===== src/rtl/muldiv_unit_pkg.sv =====
// Shared definitions for the MIPS32 iterative multiply/divide unit:
// operation encodings, control FSM states and default datapath widths.
package muldiv_unit_pkg;

  localparam int MD_XLEN  = 32;
  localparam int MD_CNT_W = 5;

  typedef enum logic [2:0] {
    MD_MULTU = 3'd0,
    MD_MULT  = 3'd1,
    MD_DIVU  = 3'd2,
    MD_DIV   = 3'd3,
    MD_MTHI  = 3'd4,
    MD_MTLO  = 3'd5
  } md_op_e;

  typedef enum logic [1:0] {
    IDLE = 2'd0,
    CALC = 2'd1,
    FIX  = 2'd2
  } md_state_e;

endpackage


===== src/rtl/md_iter_core.sv =====
// Radix-2 iteration datapath shared by multiply (shift-add) and restoring
// divide. Operates on magnitudes only; sign handling lives in the caller.
module md_iter_core
  import muldiv_unit_pkg::*;
#(
  parameter int W = MD_XLEN
) (
  input  logic           clk,
  input  logic           rst_n,
  input  logic           load,
  input  logic           step,
  input  logic           is_div,
  input  logic [W-1:0]   a_in,
  input  logic [W-1:0]   b_in,
  output logic [2*W-1:0] acc
);

  logic [2*W-1:0] acc_q, acc_d;
  logic [W-1:0]   opnd_q, opnd_d;
  logic [W:0]     mul_sum;
  logic [W:0]     div_diff;

  // Multiply: acc = {partial, multiplier}; divide: acc = {remainder, quotient}.
  always_comb begin
    acc_d    = acc_q;
    opnd_d   = opnd_q;
    mul_sum  = {1'b0, acc_q[2*W-1:W]} + (acc_q[0] ? {1'b0, opnd_q} : '0);
    div_diff = acc_q[2*W-1:W-1] - {1'b0, opnd_q};
    if (load) begin
      if (is_div) begin
        acc_d  = {{W{1'b0}}, a_in};
        opnd_d = b_in;
      end else begin
        acc_d  = {{W{1'b0}}, b_in};
        opnd_d = a_in;
      end
    end else if (step) begin
      if (!is_div) begin
        acc_d = {mul_sum, acc_q[W-1:1]};
      end else if (!div_diff[W]) begin
        // No borrow: keep the difference and shift in a quotient 1.
        acc_d = {div_diff[W-1:0], acc_q[W-2:0], 1'b1};
      end else begin
        acc_d = {acc_q[2*W-2:0], 1'b0};
      end
    end
  end

  always_ff @(posedge clk or negedge rst_n) begin
    if (!rst_n) begin
      acc_q  <= '0;
      opnd_q <= '0;
    end else begin
      acc_q  <= acc_d;
      opnd_q <= opnd_d;
    end
  end

  assign acc = acc_q;

endmodule


===== src/rtl/muldiv_unit.sv =====
// MIPS32 multiply/divide unit with architectural HI/LO. MULT/DIV run 32
// iterations plus one sign-fix cycle; MTHI/MTLO complete in a single cycle.
module muldiv_unit
  import muldiv_unit_pkg::*;
#(
  parameter int XLEN  = MD_XLEN,
  parameter int CNT_W = MD_CNT_W
) (
  input  logic            clk,
  input  logic            rst,
  input  logic            start,
  input  logic [2:0]      op,
  input  logic [XLEN-1:0] A,
  input  logic [XLEN-1:0] B,
  output logic            busy,
  output logic            done,
  output logic [XLEN-1:0] HI,
  output logic [XLEN-1:0] LO,
  output md_state_e       dbg_state
);

  // Handshake: start/op/A/B are sampled on a rising edge only while busy is
  // low; requests while busy are dropped. done is a one-cycle pulse in the
  // cycle after HI/LO were written by MULT/DIV (never by MTHI/MTLO).

  md_state_e        state_q, state_d;
  logic [CNT_W-1:0] cnt_q, cnt_d;
  logic [XLEN-1:0]  hi_q, hi_d, lo_q, lo_d;
  logic             done_q, done_d;
  logic             is_div_q, is_div_d;
  logic             neg_res_q, neg_res_d;
  logic             neg_rem_q, neg_rem_d;
  logic             div0_q, div0_d;

  logic             sgn_a, sgn_b;
  logic [XLEN-1:0]  a_mag, b_mag;
  logic             core_load, core_step, core_is_div;
  logic [2*XLEN-1:0] acc, prod;
  logic [XLEN-1:0]  quo, rem;

  // op[0] marks the signed variants of both MULT and DIV.
  assign sgn_a = op[0] & A[XLEN-1];
  assign sgn_b = op[0] & B[XLEN-1];
  assign a_mag = sgn_a ? -A : A;
  assign b_mag = sgn_b ? -B : B;

  assign core_is_div = core_load ? op[1] : is_div_q;

  md_iter_core #(.W(XLEN)) u_core (
    .clk    (clk),
    .rst_n  (rst),
    .load   (core_load),
    .step   (core_step),
    .is_div (core_is_div),
    .a_in   (a_mag),
    .b_in   (b_mag),
    .acc    (acc)
  );

  assign prod = neg_res_q ? -acc : acc;
  assign quo  = neg_res_q ? -acc[XLEN-1:0] : acc[XLEN-1:0];
  assign rem  = neg_rem_q ? -acc[2*XLEN-1:XLEN] : acc[2*XLEN-1:XLEN];

  always_comb begin
    state_d   = state_q;
    cnt_d     = cnt_q;
    hi_d      = hi_q;
    lo_d      = lo_q;
    done_d    = 1'b0;
    is_div_d  = is_div_q;
    neg_res_d = neg_res_q;
    neg_rem_d = neg_rem_q;
    div0_d    = div0_q;
    core_load = 1'b0;
    core_step = 1'b0;
    case (state_q)
      IDLE: begin
        if (start) begin
          case (op)
            MD_MULTU, MD_MULT, MD_DIVU, MD_DIV: begin
              core_load = 1'b1;
              is_div_d  = op[1];
              neg_res_d = sgn_a ^ sgn_b;
              neg_rem_d = sgn_a;
              div0_d    = (B == '0);
              cnt_d     = '0;
              state_d   = CALC;
            end
            MD_MTHI: hi_d = A;
            MD_MTLO: lo_d = A;
            default: ;
          endcase
        end
      end
      CALC: begin
        core_step = 1'b1;
        cnt_d     = cnt_q + CNT_W'(1);
        if (cnt_q == {CNT_W{1'b1}}) state_d = FIX;
      end
      FIX: begin
        done_d  = 1'b1;
        state_d = IDLE;
        if (!is_div_q) begin
          {hi_d, lo_d} = prod;
        end else if (div0_q) begin
          // Divisor zero leaves |A| as remainder; re-signing it restores A exactly.
          hi_d = rem;
          lo_d = '1;
        end else begin
          hi_d = rem;
          lo_d = quo;
        end
      end
      default: state_d = IDLE;
    endcase
  end

  always_ff @(posedge clk or negedge rst) begin
    if (!rst) begin
      state_q   <= IDLE;
      cnt_q     <= '0;
      hi_q      <= '0;
      lo_q      <= '0;
      done_q    <= 1'b0;
      is_div_q  <= 1'b0;
      neg_res_q <= 1'b0;
      neg_rem_q <= 1'b0;
      div0_q    <= 1'b0;
    end else begin
      state_q   <= state_d;
      cnt_q     <= cnt_d;
      hi_q      <= hi_d;
      lo_q      <= lo_d;
      done_q    <= done_d;
      is_div_q  <= is_div_d;
      neg_res_q <= neg_res_d;
      neg_rem_q <= neg_rem_d;
      div0_q    <= div0_d;
    end
  end

  assign busy      = (state_q != IDLE);
  assign done      = done_q;
  assign HI        = hi_q;
  assign LO        = lo_q;
  assign dbg_state = state_q;

endmodule


===== config.mk =====
export PLATFORM = sky130hd
export DESIGN_NAME = muldiv_unit
export DESIGN_NICKNAME = d
export VERILOG_FILES = /design/src/rtl/muldiv_unit_pkg.sv /design/src/rtl/md_iter_core.sv /design/src/rtl/muldiv_unit.sv
export SDC_FILE = /design/constraint.sdc
export NUM_CORES = 1
export LEC_CHECK = 0
export ABC_AREA = 1
export BUFFER_PORTS_ARGS = -buffer_cell sky130_fd_sc_hd__buf_2
export CELL_PAD_IN_SITES_DETAIL_PLACEMENT = 1
export CELL_PAD_IN_SITES_GLOBAL_PLACEMENT = 1
export CORE_MARGIN = 4
export CORE_UTILIZATION = 30
export CTS_BUF_LIST = sky130_fd_sc_hd__clkbuf_8
export CTS_CLUSTER_SIZE = 20
export DETAILED_ROUTE_END_ITERATION = 8
export PLACE_DENSITY = 0.72
export SYNTH_ARGS = -nofsm -noshare
export SYNTH_HDL_FRONTEND = slang
export SYNTH_HIERARCHICAL = 1
export SYNTH_SLANG_ARGS = --single-unit

===== constraint.sdc =====
create_clock -name clk -period 6.9 [get_ports clk]
set_input_delay 1.035 -clock clk [delete_from_list [all_inputs] [get_ports clk]]
set_output_delay 1.035 -clock clk [all_outputs]
set_load 0.05 [all_outputs]

== Word-level counts from Yosys, hierarchy flattened ==
Cells that the tools add are included.

* Flip-flop bits (word level): 172
* Input port bits: 70

* Add/sub/neg operators: 8
* Eq/ne operators: 13
* Mux-type cells: 34
* Bitwise gates (word level): 3
* Reduce and logical (&&, ||, !) cells: 13

{| class="wikitable"
|+ Operators with widths
! operator !! number
|-
| two-way mux 32 bit || 14
|-
| two-way mux 64 bit || 5
|-
| negator 32 bit || 4
|-
| one-hot mux 32 bit (2 select lines) || 2
|-
| negator 64 bit || 1
|-
| adder 32 x 33 -> 33 bit || 1
|-
| subtractor 33 x 32 -> 33 bit || 1
|-
| zero test 32 bit || 1
|-
| AND reduction 3 bit || 5
|-
| two-way mux 5 bit || 2
|-
| one-hot mux 5 bit (2 select lines) || 1
|-
| nonzero test 2 bit || 4
|-
| == test 3 x 2 -> 1 bit (second input constant) || 2
|-
| == test 3 bit (second input constant) || 2
|-
| two-way mux 1 bit || 6
|-
| two-way mux 2 bit || 3
|-
| inequality test 2 x 1 -> 1 bit (second input constant) || 3
|-
| adder 5 x 1 -> 5 bit (second input constant) || 1
|-
| == test 5 bit (second input constant) || 1
|-
| inequality test 2 bit (second input constant) || 2
|-
| one-hot mux 2 bit (2 select lines) || 1
|-
| OR reduction 4 bit || 1
|-
| == test 3 x 1 -> 1 bit (second input constant) || 1
|-
| zero test 3 bit || 1
|-
| other kinds (5) || 6
|}

== Depth between registers and ports, before layout ==
* Word-level depth: 9
* Mapped depth: 20
* Gate-level depth less buffers: 19

== Cells and area by module ==
Netlist, hierarchy kept.

{| class="wikitable"
|+ Modules (own cells, without submodules)
! module !! instances !! cells an instance !! area an instance (um2) !! sequential area each (um2)
|-
| md_iter_core || 1 || 1690 || 10079.7 || 2402.3
|-
| muldiv_unit || 1 || 1329 || 7782.5 || 1901.8
|}

== Least setup slack after synthesis ==
Ideal clock, no wire load.

* Kind: input -> register
* From: input port op[2]
* To: register u_core.acc_q[32], in the netlist u_core/acc[32]
* Setup time: 0.120 ns
* Data arrival time: 2.909 ns
* Data required time: 6.780 ns
* Path slack: 3.870 ns
* Stages on the path: 11
* Cell sequence: inv_1 nand3_1 nor2_1 nand2_1 o21ai_0 buf_2 clkbuf_1 buf_1 nand2_1 o21ai_1 nand2_1

* Word-level cells in the longest chain between the ends: 9

{| class="wikitable"
|+ RTL lines
! what !! RTL line !! source
|-
| from (decl) || muldiv_unit.sv:12 || <nowiki>input logic [2:0] op,</nowiki>
|-
| == test 3 x 1 -> 1 bit (tied with other cells) || muldiv_unit.sv:79 || <nowiki>case (op)</nowiki>
|-
| OR reduction 4 bit (*) || muldiv_unit.sv:79 ||
|-
| two-way mux 1 bit (*) || muldiv_unit.sv:79 ||
|-
| two-way mux 1 bit (*) || muldiv_unit.sv:78 || <nowiki>if (start) begin</nowiki>
|-
| two-way mux 1 bit (*) || muldiv_unit.sv:76 || <nowiki>case (state_q)</nowiki>
|-
| named net core_load || muldiv_unit.sv:37 || <nowiki>logic core_load, core_step, core_is_div;</nowiki>
|-
| two-way mux 1 bit (*) || muldiv_unit.sv:47 || <nowiki>assign core_is_div = core_load ? op[1] : is_div_q;</nowiki>
|-
| named net core_is_div || muldiv_unit.sv:37 ||
|-
| two-way mux 64 bit (*) || md_iter_core.sv:38 || <nowiki>if (!is_div) begin</nowiki>
|-
| two-way mux 64 bit (*) || md_iter_core.sv:37 || <nowiki>end else if (step) begin</nowiki>
|-
| two-way mux 64 bit (*) || md_iter_core.sv:29 || <nowiki>if (load) begin</nowiki>
|-
| to (signal assigned) || md_iter_core.sv:51 || <nowiki>acc_q <= '0;</nowiki>
|-
| to (signal assigned) || md_iter_core.sv:54 || <nowiki>acc_q <= acc_d;</nowiki>
|-
| to (decl) || md_iter_core.sv:18 || <nowiki>logic [2*W-1:0] acc_q, acc_d;</nowiki>
|}

The timed path passes the listed nets; every way through them passes the cells marked *. The select of a mux whose other input is x is not followed.
A chain may end at the register's enable or synchronous reset.

== Final worst setup path ==
* From: register u_core.acc_q[0], in the netlist u_core/acc[0]
* To: register u_core.acc_q[63], in the netlist u_core/acc[63]

* Word-level cells in the longest chain between the ends: 5

{| class="wikitable"
|+ RTL lines
! what !! RTL line !! source
|-
| two-way mux 32 bit || md_iter_core.sv:27 || <nowiki>mul_sum = {1'b0, acc_q[2*W-1:W]} + (acc_q[0] ? {1'b0, opnd_q} : '0);</nowiki>
|-
| adder 32 x 33 -> 33 bit || md_iter_core.sv:27 ||
|-
| two-way mux 64 bit || md_iter_core.sv:38 ||
|-
| two-way mux 64 bit || md_iter_core.sv:37 ||
|-
| two-way mux 64 bit || md_iter_core.sv:29 ||
|}

Every way passes these cells. The select of a mux whose other input is x is not followed.

==> metrics.cfg <==
[worst_setup_path]
worst-setup-path-type = flip-flop to flip-flop
critPathRequiredTime_ns = 7.39
crit_family = compound AO/OA/AOI/OAI gates
r2r_slack_ns = 3.08
cp-start-kind = flip-flop
cp-end-kind = flip-flop
cp_cell_sequence = buf_4 -> nand2_1 -> inv_1 -> ha_1 -> inv_1 -> fa_1 -> o21ai_1 -> inv_1 -> o21ai_1 -> nand3_1 -> nand3_1 -> nand2_1 -> nand3_1 -> nand2_1 -> inv_1 -> nand2_1 -> nand2_1
r2r_end = u_core/acc[63]
rr_worst_depth = 17
startpoint = u_core/acc[0]
path_max_fanout = 25
crit_arrival_ns = 4.31
path_common_cell = nand2_1
critPathSlowestCell = dfrtp_1
cp-endpoint = u_core/acc[63]
path_depth = 17
path_buf_inv = 5
slowest_delay_ns = 0.72
r2r-start = u_core/acc[0]

[global_routing]
grt.overflow.total = 0
antenna_found_initial = 0
grt_max_degree = 113
grtUsageTotal_pct = 24.9
grt_pass1_wl_mm = 123
grt_pass1_vias = 19900

[power_and_ir_drop]
power_density_nw_per_um2 = 618
clkPwrFrac_pct = 6.8
power.total_mw = 12.1
p_sw_mw = 7.57
leakagePower_nw = 9.65
seqPwrFrac_pct = 19.7
ir_worst_vdd_v = 0.000249
p_int_mw = 4.54
p_comb_share_pct = 73.5
swShare_pct = 62.5

[die]
die_width_um = 252
core_area_um2 = 59000
die_y_um = 252
start_util_pct = 30.3
ios = 138
rows = 89
dieArea_um2 = 63500

[placed_design]
place_worst_setup_slack_ns = 2.83
gp_congestion = 0.977
portBuffers = 137
dp_hpwl_mm = 66.3
placedInstanceArea_um2 = 19200
dpl.cell_count = 3840

[route]
drt_iter0_markers = 1918
wl_met1_mm = 38.2
top_layer = met4
vias = 20700
wl_per_cell_um = 21.2
drcViolationCount = 0
drt_wl_total_mm = 81.9
wl_met3_mm = 4.65
dr_wl_met2_mm = 37.3
ant_nets = 0
drtPass1Iterations = 6
avgViaCountPerCell = 5.36

[clocking]
cts_sinks = 172
post_cts_resized = 0
cts_setup_buffers = 0
clk_latency_ns = 0.56
cts.reportedPaths.clkPinSlew_ns = 0.11
root_buffer = clkbuf_8
cts_buffers = 17
clockBufferDepth = 2
ctsHtreeMaxLevel = 4
cts_hold_buf = 0
cts_tree = yes

[yosys]
netlist_instances = 3019
synthTopCellsByArea = dfrtp_1 24%, nand2_1 18%, nor2_1 9.5%, inv_1 7.9%, nand3_1 6.4%
syn_avg_cell_area_um2 = 5.92
ys_warn_count = 6
synth_edf_count = 0
ys_types = 53
synthArstFlopShare_pct = 100
synth_common_cells = 842 x nand2_1, 453 x nor2_1, 374 x inv_1
synth_top_area_share_pct = 24.1
yosysSeqAreaShare_pct = 24.1
synth_ff_type = dfrtp_1
synth_seq_cells = 172
netlist_area_um2 = 17900
yosysMostFrequentCell = nand2_1
syn_nets = 3161
synth_top_cell_by_area = dfrtp_1

[cells_and_area]
instances_no_fill = 3871
post-route-util_pct = 33.2
fin_nets = 3228
diodes = 0
register_area_um2 = 4310
design_area_um2 = 19600
fillers = 7940
drive_gt1_share_pct = 9.49
multi_input_area_um2 = 11700
syn_to_final_growth_pct = 9.79

[sta]
setup_ws_ns = 3.08
fmax_ghz = 0.262
worstMarginPinSlew_ns = 1.16
min_period_ns = 3.82
fin_setup_tns_ns = 0
fin_worst_skew_ns = 0.0347
max_slew_margin_pct = 22.5
rsz0062_at_grt = no
hold_viol = 0
slew_viol_final = 0
whs_ns = 0.412
period_share_pct = 55.4
setup_viol_count_final = 0

[run]
maxCapViolations = 0

[worst_hold_path]
hold_class = input pin to asynchronous set/reset pin

[run_status]
status = finished, final reports clean

worst min path at each step:
stage               startpoint        endpoint  slack (ns)  depth (start not counted)
floorplan             cnt_q[0]        cnt_q[0]        0.47                          1
global placement         LO[6]           LO[6]        0.46                          2
detailed placement       LO[5]           LO[5]        0.47                          2
CTS                        rst  u_core/acc[62]        0.41                          1
global route               rst  u_core/acc[63]        0.42                          1
finish                     rst  u_core/acc[63]        0.41                          1
logic make-up after synthesis:
logic type / after synthesis / share of synthesized area [%]
simple gates: 1665 / 39.1
compound gates: 536 / 16.7
buf+inv: 489 / 10.7
flops: 172 / 24.1
xor+xnor: 80 / 3.92
fa+ha+maj: 72 / 5.13
mux: 5 / 0.280
placed cells by master (no fill, tap or decap), types with 5 or more instances in the layout:
cell,netlist,final
o21ai_0,212,211
buf_2,27,136
xor2_1,53,53
buf_4,3,14
xnor2_1,27,27
or2_2,9,9
inv_1,374,373
nand2_2,25,25
ha_1,70,70
dfrtp_1,172,171
mux2i_1,5,5
nand2_1,842,842
o21a_1,15,15
nor2_1,453,450
nand3_2,10,10
inv_2,12,13
nor3_1,18,18
a21oi_1,161,161
a21o_1,10,10
o21ai_1,37,37
o21ai_2,8,8
clkbuf_8,0,19
nor2_4,4,8
o221ai_1,20,20
nand3_1,230,230
nand4_1,21,21
o22ai_1,32,32
nor2_2,22,21
o211ai_1,8,8
a31oi_1,17,17
nand3b_1,12,12
worst reg2reg max path: stages, from the launching register on:
cell     delay (ns)
dfrtp_1        0.72
buf_4          0.40
nand2_1        0.09
inv_1          0.06
ha_1           0.18
inv_1          0.10
fa_1           0.42
o21ai_1        0.48
inv_1          0.17
o21ai_1        0.40
nand3_1        0.17
nand3_1        0.21
nand2_1        0.09
nand3_1        0.08
nand2_1        0.05
inv_1          0.06
nand2_1        0.04
nand2_1        0.05
flip-flops by register name (all words and copies together) (netlist names):
| name | flops |
|---|---|
| is_div_q | 1 |
| u_core/acc | 64 |
| div0_q | 1 |
| cnt_q | 5 |
| done | 1 |
| LO | 32 |
| HI | 32 |
| dbg_state | 2 |
| neg_res_q | 1 |
| neg_rem_q | 1 |
| u_core/opnd_q | 32 |
cell type report:
class,count,share of cell area [%]
inverter,386,7.39
tap,773,4.93
clock buffer,19,1.33
clock inverter,12,0.778
multi-input combinational,2358,59.5
sequential,172,22.0
timing repair buffer,151,4.06
power groups by stage:
stage	logic [mW]	registers (mW)	clock network, mW
6_report	8.91	2.38	0.824
5_1_grt	9.82	2.43	0.864
4_1_cts	8.79	2.38	0.829
3_5_place_dp	8.74	2.40	0
3_3_place_gp	8.59	2.39	0
2_1_floorplan	5.83	2.57	0
per-layer routing:
| layer | GRT usage (%) | up-vias |
|---|---|---|
| li1 | - | 9830 |
| met1 | 36.0 | 10200 |
| met2 | 39.9 | 643 |
| met3 | 3.13 | 75 |
| met4 | 5.88 | 0 |
| met5 | 0 | - |
Power figures use the tool's default switching activity.
